$ cat src/rtl/xor_stream_cipher_if.sv
// Valid/ready word stream with an end-of-message marker.
// The master drives valid/data/last and the slave drives ready.
interface xor_stream_cipher_if #(
    parameter int DATA_W = 16
) ();
    logic              valid;
    logic              ready;
    logic [DATA_W-1:0] data;
    logic              last;

    modport master (output valid, output data, output last, input ready);
    modport slave  (input valid, input data, input last, output ready);
endinterface

$ cat src/rtl/xor_stream_cipher.sv
// Streaming XOR cipher: a rotating key table schedule with optional ciphertext chaining,
// and one output register with pass-through backpressure.
module xor_stream_cipher #(
    parameter int                DATA_W    = 16,
    parameter int                KEY_DEPTH = 4,
    parameter logic [DATA_W-1:0] IV        = {DATA_W{1'b0}},
    localparam int               AW        = $clog2(KEY_DEPTH)
) (
    input  logic                 clk,
    input  logic                 rst,
    input  logic                 key_wr_en,
    input  logic [AW-1:0]        key_wr_addr,
    input  logic [DATA_W-1:0]    key_wr_data,
    input  logic                 start,
    input  logic                 mode_chain,
    input  logic                 decrypt,
    xor_stream_cipher_if.slave   in_bus,
    xor_stream_cipher_if.master  out_bus,
    output logic                 busy,
    output logic [15:0]          word_count
);

    typedef enum logic [1:0] {
        ST_IDLE  = 2'd0,
        ST_RUN   = 2'd1,
        ST_DRAIN = 2'd2
    } state_t;

    localparam logic [AW-1:0] IDX_ONE = AW'(1'b1);

    state_t            state_r;
    state_t            state_s;
    logic [DATA_W-1:0] key_r [KEY_DEPTH];
    logic [AW-1:0]     idx_r;
    logic [DATA_W-1:0] chain_r;
    logic              chain_en_r;
    logic              decrypt_r;
    logic              out_valid_r;
    logic              out_last_r;
    logic [DATA_W-1:0] out_data_r;
    logic              busy_r;
    logic [15:0]       word_count_r;

    logic              start_s;
    logic              in_ready_s;
    logic              accept_s;
    logic              consume_s;
    logic [DATA_W-1:0] cipher_s;

    // Handshake strobes and the cipher datapath for the word currently offered
    always_comb begin
        start_s    = 1'b0;
        in_ready_s = 1'b0;
        if (state_r == ST_IDLE) begin
            start_s = start;
        end else begin
            start_s = 1'b0;
        end
        if (state_r == ST_RUN) begin
            in_ready_s = !out_valid_r || out_bus.ready;
        end else begin
            in_ready_s = 1'b0;
        end
        accept_s  = in_bus.valid && in_ready_s;
        consume_s = out_valid_r && out_bus.ready;
        if (chain_en_r) begin
            cipher_s = in_bus.data ^ key_r[idx_r] ^ chain_r;
        end else begin
            cipher_s = in_bus.data ^ key_r[idx_r];
        end
    end

    // Next-state logic for the message sequencer
    always_comb begin
        state_s = state_r;
        case (state_r)
            ST_IDLE: begin
                if (start) state_s = ST_RUN;
                else       state_s = ST_IDLE;
            end
            ST_RUN: begin
                if (accept_s && in_bus.last) state_s = ST_DRAIN;
                else                         state_s = ST_RUN;
            end
            ST_DRAIN: begin
                if (consume_s && out_last_r) state_s = ST_IDLE;
                else                         state_s = ST_DRAIN;
            end
            default: state_s = ST_IDLE;
        endcase
    end

    // State register; busy is registered from the next state so it tracks the state exactly
    always_ff @(posedge clk) begin
        if (rst) begin
            state_r <= ST_IDLE;
            busy_r  <= 1'b0;
        end else begin
            state_r <= state_s;
            busy_r  <= (state_s != ST_IDLE);
        end
    end

    // Key table; a write alongside start lands before the first word can be accepted
    always_ff @(posedge clk) begin
        if (rst) begin
            for (int i = 0; i < KEY_DEPTH; i++) begin
                key_r[i] <= {DATA_W{1'b0}};
            end
        end else if (key_wr_en && (state_r == ST_IDLE)) begin
            key_r[key_wr_addr] <= key_wr_data;
        end
    end

    // Message context: key index, chain register, mode latches and word counter
    always_ff @(posedge clk) begin
        if (rst) begin
            idx_r        <= {AW{1'b0}};
            chain_r      <= IV;
            chain_en_r   <= 1'b0;
            decrypt_r    <= 1'b0;
            word_count_r <= 16'h0000;
        end else if (start_s) begin
            idx_r        <= {AW{1'b0}};
            chain_r      <= IV;
            chain_en_r   <= mode_chain;
            decrypt_r    <= decrypt;
            word_count_r <= 16'h0000;
        end else if (accept_s) begin
            idx_r <= idx_r + IDX_ONE;
            if (word_count_r != 16'hFFFF) begin
                word_count_r <= word_count_r + 16'd1;
            end
            // Decrypt chains on the received ciphertext so both directions share one chain value
            if (chain_en_r) begin
                chain_r <= decrypt_r ? in_bus.data : cipher_s;
            end
        end
    end

    // Output register: refilled on accept, emptied on consume when nothing new arrives
    always_ff @(posedge clk) begin
        if (rst) begin
            out_valid_r <= 1'b0;
            out_last_r  <= 1'b0;
            out_data_r  <= {DATA_W{1'b0}};
        end else if (accept_s) begin
            out_valid_r <= 1'b1;
            out_last_r  <= in_bus.last;
            out_data_r  <= cipher_s;
        end else if (consume_s) begin
            out_valid_r <= 1'b0;
        end
    end

    assign in_bus.ready  = in_ready_s;
    assign out_bus.valid = out_valid_r;
    assign out_bus.data  = out_data_r;
    assign out_bus.last  = out_last_r;
    assign busy          = busy_r;
    assign word_count    = word_count_r;

endmodule

$ cat src/flat_wrapper.sv
// flat-port wrapper written by rule: the top's interface ports become plain ports
module xor_stream_cipher_flat 
#(
    parameter int                DATA_W    = 16,
    parameter int                KEY_DEPTH = 4,
    parameter logic [DATA_W-1:0] IV        = {DATA_W{1'b0}},
    localparam int               AW        = $clog2(KEY_DEPTH)
)
  (clk, rst, key_wr_en, key_wr_addr, key_wr_data, start, mode_chain, decrypt, busy, word_count, in_bus_valid, in_bus_data, in_bus_last, in_bus_ready, out_bus_valid, out_bus_data, out_bus_last, out_bus_ready);
  xor_stream_cipher_if #(.DATA_W(DATA_W)) in_bus_i ();
  xor_stream_cipher_if #(.DATA_W(DATA_W)) out_bus_i ();
  input  logic clk;
  input  logic rst;
  input  logic key_wr_en;
  input  logic [AW-1:0] key_wr_addr;
  input  logic [DATA_W-1:0] key_wr_data;
  input  logic start;
  input  logic mode_chain;
  input  logic decrypt;
  output logic busy;
  output logic [15:0] word_count;
  input wire logic [$bits(in_bus_i.valid)-1:0] in_bus_valid;
  input wire logic [$bits(in_bus_i.data)-1:0] in_bus_data;
  input wire logic [$bits(in_bus_i.last)-1:0] in_bus_last;
  output wire logic [$bits(in_bus_i.ready)-1:0] in_bus_ready;
  output wire logic [$bits(out_bus_i.valid)-1:0] out_bus_valid;
  output wire logic [$bits(out_bus_i.data)-1:0] out_bus_data;
  output wire logic [$bits(out_bus_i.last)-1:0] out_bus_last;
  input wire logic [$bits(out_bus_i.ready)-1:0] out_bus_ready;
  assign in_bus_i.valid = in_bus_valid;
  assign in_bus_i.data = in_bus_data;
  assign in_bus_i.last = in_bus_last;
  assign in_bus_ready = in_bus_i.ready;
  assign out_bus_valid = out_bus_i.valid;
  assign out_bus_data = out_bus_i.data;
  assign out_bus_last = out_bus_i.last;
  assign out_bus_i.ready = out_bus_ready;
  xor_stream_cipher #(.DATA_W(DATA_W), .KEY_DEPTH(KEY_DEPTH), .IV(IV)) u_core (.clk(clk), .rst(rst), .key_wr_en(key_wr_en), .key_wr_addr(key_wr_addr), .key_wr_data(key_wr_data), .start(start), .mode_chain(mode_chain), .decrypt(decrypt), .in_bus(in_bus_i), .out_bus(out_bus_i), .busy(busy), .word_count(word_count));
endmodule
$ cat config.mk
export PLATFORM = sky130hd
export DESIGN_NAME = xor_stream_cipher_flat
export DESIGN_NICKNAME = d
export VERILOG_FILES = /design/src/rtl/xor_stream_cipher_if.sv /design/src/rtl/xor_stream_cipher.sv /design/src/flat_wrapper.sv
export SDC_FILE = /design/constraint.sdc
export NUM_CORES = 1
export LEC_CHECK = 0
export CAP_MARGIN = 40
export CORE_MARGIN = 10
export CORE_UTILIZATION = 59
export CTS_BUF_LIST = sky130_fd_sc_hd__clkbuf_16
export DETAILED_ROUTE_END_ITERATION = 6
export PLACE_DENSITY = 0.85
export SYNTH_ARGS = -nofsm -noshare
export SYNTH_HDL_FRONTEND = slang
export SYNTH_SLANG_ARGS = --single-unit
$ cat constraint.sdc
create_clock -name clk -period 5.4 [get_ports clk]
set_input_delay 1.08 -clock clk [delete_from_list [all_inputs] [get_ports clk]]
set_output_delay 1.08 -clock clk [all_outputs]
set_load 0.01 [all_outputs]
; ---- Yosys cells after proc, flatten, opt, wreduce, memory -nomap -nowiden
; Memory sizes are Yosys's and may differ from the RTL's. A register that Yosys moved wholly into a read port is not among the register bits.
; Index checks and enable logic that the tools add are counted.
[word_totals]
reg_bits = 57
ramBits = 64
input_bits = 43
elab_cells = 52
mem_count = 1
[mem_list]
columns = name, depth, width, rd, rd_ports_with_merged_regs, wr, line
row1 = u_core.key_r, 4, 16, 1, 1, 4, xor_stream_cipher.sv:33  ; logic [DATA_W-1:0] key_r [KEY_DEPTH];
[op_classes]
n_addsub = 2
n_eq_ne = 3
muxes = 20
n_bitwise = 2
n_reduce_logical = 14
[ops]
columns = cell, count
row1 = $mux 16, 3
row2 = $xor 16x16->16, 2
row3 = $add 16x1->16 const B, 1
row4 = $ne 16x16->1 const B, 1
row5 = $reduce_or 16->1, 1
row6 = $mux 1, 11
row7 = $mux 2, 5
row8 = $pmux 2 s3, 1
row9 = $logic_and 1x1->1, 5
row10 = $reduce_and 2->1, 2
row11 = $reduce_bool 2->1, 2
row12 = $add 2x1->2 const B, 1
row13 = $eq 2x1->1 const B, 1
row14 = $eq 2x2->1 const B, 1
row15 = $logic_not 2->1, 1
row16 = $reduce_or 2->1, 1
row17 = $logic_not 1->1, 1
row18 = $logic_or 1x1->1, 1

; ---- Logic depth before layout (Yosys ltp)
[logic_depth]
ltp_word = 8
ltp_mapped = 8
ltp_nobuf = 5

; ---- Worst setup path after synthesis
; OpenSTA, ideal clock, no wires.
[synth_timing]
path_kind = in2out
from = input port out_bus_ready
to = output port in_bus_ready
arrival_ns = 1.431
required_ns = 4.320
setup_slack_ns = 2.889
stages = 2
path_buffers = 0
path_cell_list = nand2b_1 -> and3b_1
[synth_between]
elab_chain_len = 2
[synth_lines]
columns = element, line
row1 = from (decl), flat_wrapper.sv:29  ; input wire logic [$bits(out_bus_i.ready)-1:0] out_bus_ready;
row2 = $logic_or 1x1->1, xor_stream_cipher.sv:60  ; in_ready_s = !out_valid_r || out_bus.ready;
row3 = $mux 1, xor_stream_cipher.sv:59  ; if (state_r == ST_RUN) begin
row4 = to (decl), flat_wrapper.sv:25  ; output wire logic [$bits(in_bus_i.ready)-1:0] in_bus_ready;
; No other way between the ends.

; ---- Final worst setup path
; Same ends and word-level chain as after synthesis.

==> run_results.csv <==
group,metric,value,unit
setup_path,cp_max_fo,4,
synthesis,synth_ff_type,"edfxtp_1",
cts,cts_tree,"yes",
floorplanning,die_h,117,um
synthesis,ys_async_sr_fraction,0,%
setup_path,arrival,2440,ps
sta,tns,0,ps
global_route,grt_overflow,0,
final_layout,nets,604,
sta,finalSetupViolations,0,
final_layout,num-fill-cells,603,
setup_path,criticalPathCategory,"primary input to primary output",
outcome,outcome,"completed",
setup_path,critPathCapture,"in_bus_ready",
setup_path,crit_required,4320,ps
final_layout,syn2layout_area_growth,25.8,%
final_layout,seqCellArea,3100,um^2
sta,report.final.slew_viol_count,0,
routing,post_drt_wl_per_cell,18.2,um
floorplanning,die_w,117,um
pwr,ir_drop,0.316,mV
cts,clk_pin_slew,60,ps
floorplanning,initial_core_util,60.6,%
final_layout,finalInstanceArea,7040,um^2
sta,timing.final.crit_share,65.1,%
sta,fin_skew,9.77,ps
global_route,grt_use_total,19.1,%
global_route,grt_pass1_vias,4148,
cts,cts-root-buf,"clkbuf_16",
sta,hold_viol,0,
global_route,antenna_found_initial,0,
floorplanning,io_pins,79,
synthesis,ys_seq_area_share,55.4,%
cts,clk_path_buf_depth,2,
synthesis,yosysTopAreaCellShare,34.3,%
final_layout,post-route-util,76.2,%
routing,postRouteAntennaNets,0,
final_layout,antenna_cells,0,
setup_path,r2r_slack,2810,ps
min_path,min_from,"u_core.out_bus.last",
synthesis,synth_top_area_cell,"edfxtp_1",
global_route,grt_max_degree,33,
synthesis,ys_seq_elements,123,
global_route,grt_pass1_wl,21300,um
synthesis,synth-edff-count,64,
synthesis,synthCells,489,
final_layout,drive_above_1_share,11.5,%
cts,post_cts_resized,0,
placement,post_dp_cell_area,6470,um^2
floorplanning,fp.coreArea,9240,um^2
routing,viasPerCell,5.59,
sta,fmax,284,MHz
sta,hold_slack,483,ps
cts,cts_hold_buf,0,
cts,worstSkewPairLatency,420,ps
routing,drt-pass1-iter-count,4,
placement,routabilityCongestion,0.866,
pwr,p_per_area,331,nW/um^2
cts,h-tree-depth,4,
min_path,hold_class,"flop to flop",
sta,rsz0062_at_grt,"no",
floorplanning,die_area,13800,um^2
synthesis,yosysUniqueCellTypes,46,
final_layout,final_cell_mix,"clkdlybuf4s50_1 (78), and2_1 (65), edfxtp_1 (64)",
setup_path,r2r_end,"u_core.key_r[1][0]",
placement,hpwl,8960,um
placement,portBuffers,78,
cts,clock_sinks,123,
routing,vias,3924,
routing,wirelength,12800,um
sta,worst_slew_pin_slew,792,ps
sta,slew_headroom,47.1,%
synthesis,synth_nets,533,
run,max_cap_violations,0,
setup_path,cp-startpoint,"out_bus_ready",
routing,drt_iter0_drc,267,
setup_path,worstRegToRegCells,4,
pwr,power.leakage,2.43,nW
synthesis,synth_area,5600,um^2
final_layout,final_common_cell,"clkdlybuf4s50_1",
synthesis,postSynthAreaPerCell,11.4,um^2
cts,cts_buffers,17,
synthesis,synthTopCellsByArea,"edfxtp_1 (34%), dfxtp_1 (21%), and2_1 (7.3%)",
setup_path,rr_startpoint,"u_core.state_r[0]",
synthesis,yosysWarnings,0,
setup_path,start_kind,"primary input",
cts,cts_setup_buffers,0,
floorplanning,num_rows,35,
final_layout,multi_input_area,2340,um^2
routing,drc,0,
setup_path,cp-end-kind,"primary output",
sta,fin_crit,3520,ps
cell families after synthesis:
| group | count (synthesis) | synth area share, % |
|---|---|---|
| compound gates | 94 | 9.99 |
| xor+xnor | 41 | 6.42 |
| fa+ha+maj | 1 | 0.224 |
| buf+inv | 34 | 2.66 |
| flops | 123 | 55.4 |
| mux | 18 | 6.80 |
| simple gates | 178 | 18.5 |
critical path: stages:
cell and delay, ps:
clkdlybuf4s50_1 470, nand2b_1 160, and3b_1 180, clkdlybuf4s50_1 540
layout make-up:
cell class	count	share of cell area [%]
Sequential cell	123	44.1
Multi-Input combinational cell	332	33.3
Timing Repair Buffer	84	12.2
Clock buffer	17	6.04
Tap cell	129	2.29
Clock inverter	15	1.99
Inverter	2	0.107
cells in the mapped netlist, drive strengths merged (3+ instances only):
library cell and instances:
a211oi 5, a21oi 24, a31o 3, a31oi 3, and2 66, and3 5
and4 3, buf 11, clkbuf 21, dfxtp 59, edfxtp 64, mux4 16
nand2 42, nand3 8, nand3b 16, nand4 3, nor2 17, nor3b 4
o21a 17, o21ai 39, or2 3, or3 4, xnor2 38, xor2 3
worst min-delay path by stage:
stage / to / slack, ps / cells past startpoint
after floorplan: flop / 480 / 2
after global placement: u_core.out_bus.last / 470 / 2
after detailed placement: u_core.out_bus.last / 470 / 2
after CTS: u_core.out_bus.last / 490 / 2
after global routing: u_core.out_bus.data[9] / 520 / 2
final: u_core.out_bus.last / 480 / 2
stage by stage:
step | total power [mW] | cells | worst slack (ps)
final | 2.33 | 702 | 1880
after global routing | 2.41 | 702 | 1860
after CTS | 2.34 | 702 | 1880
after detailed placement | 1.27 | 670 | 1690
after global placement | 1.26 | 667 | 1790
after floorplan | 1.18 | 489 | 2890
where the power goes:
part	internal [mW]	total (mW)	leakage, nW	switching, mW
Sequential	1.02	1.05	1.14	0.0227
Combinational	0.107	0.206	1.03	0.0993
Clock	0.639	1.08	0.264	0.437
registers in the layout, summed over array words and instances (netlist names), named ones only:
name	count
u_core.state_r	2
u_core.chain_en_r	1
u_core.idx_r	2
u_core.decrypt_r	1
u_core.out_bus.data	16
u_core.word_count	16
u_core.key_r	64
u_core.out_bus.valid	1
u_core.busy	1
u_core.chain_r	16
u_core.out_bus.last	1
per-layer routing:
layer  share of wire (%)  vias up  track usage (%)
li1                    -     1890                -
met1                  41     1897             21.5
met2                  51      120             33.7
met3                 5.6       17             5.52
met4                 1.6        0             6.26
met5                   0        -                0
Note: power is estimated with default switching activity, not from simulation.
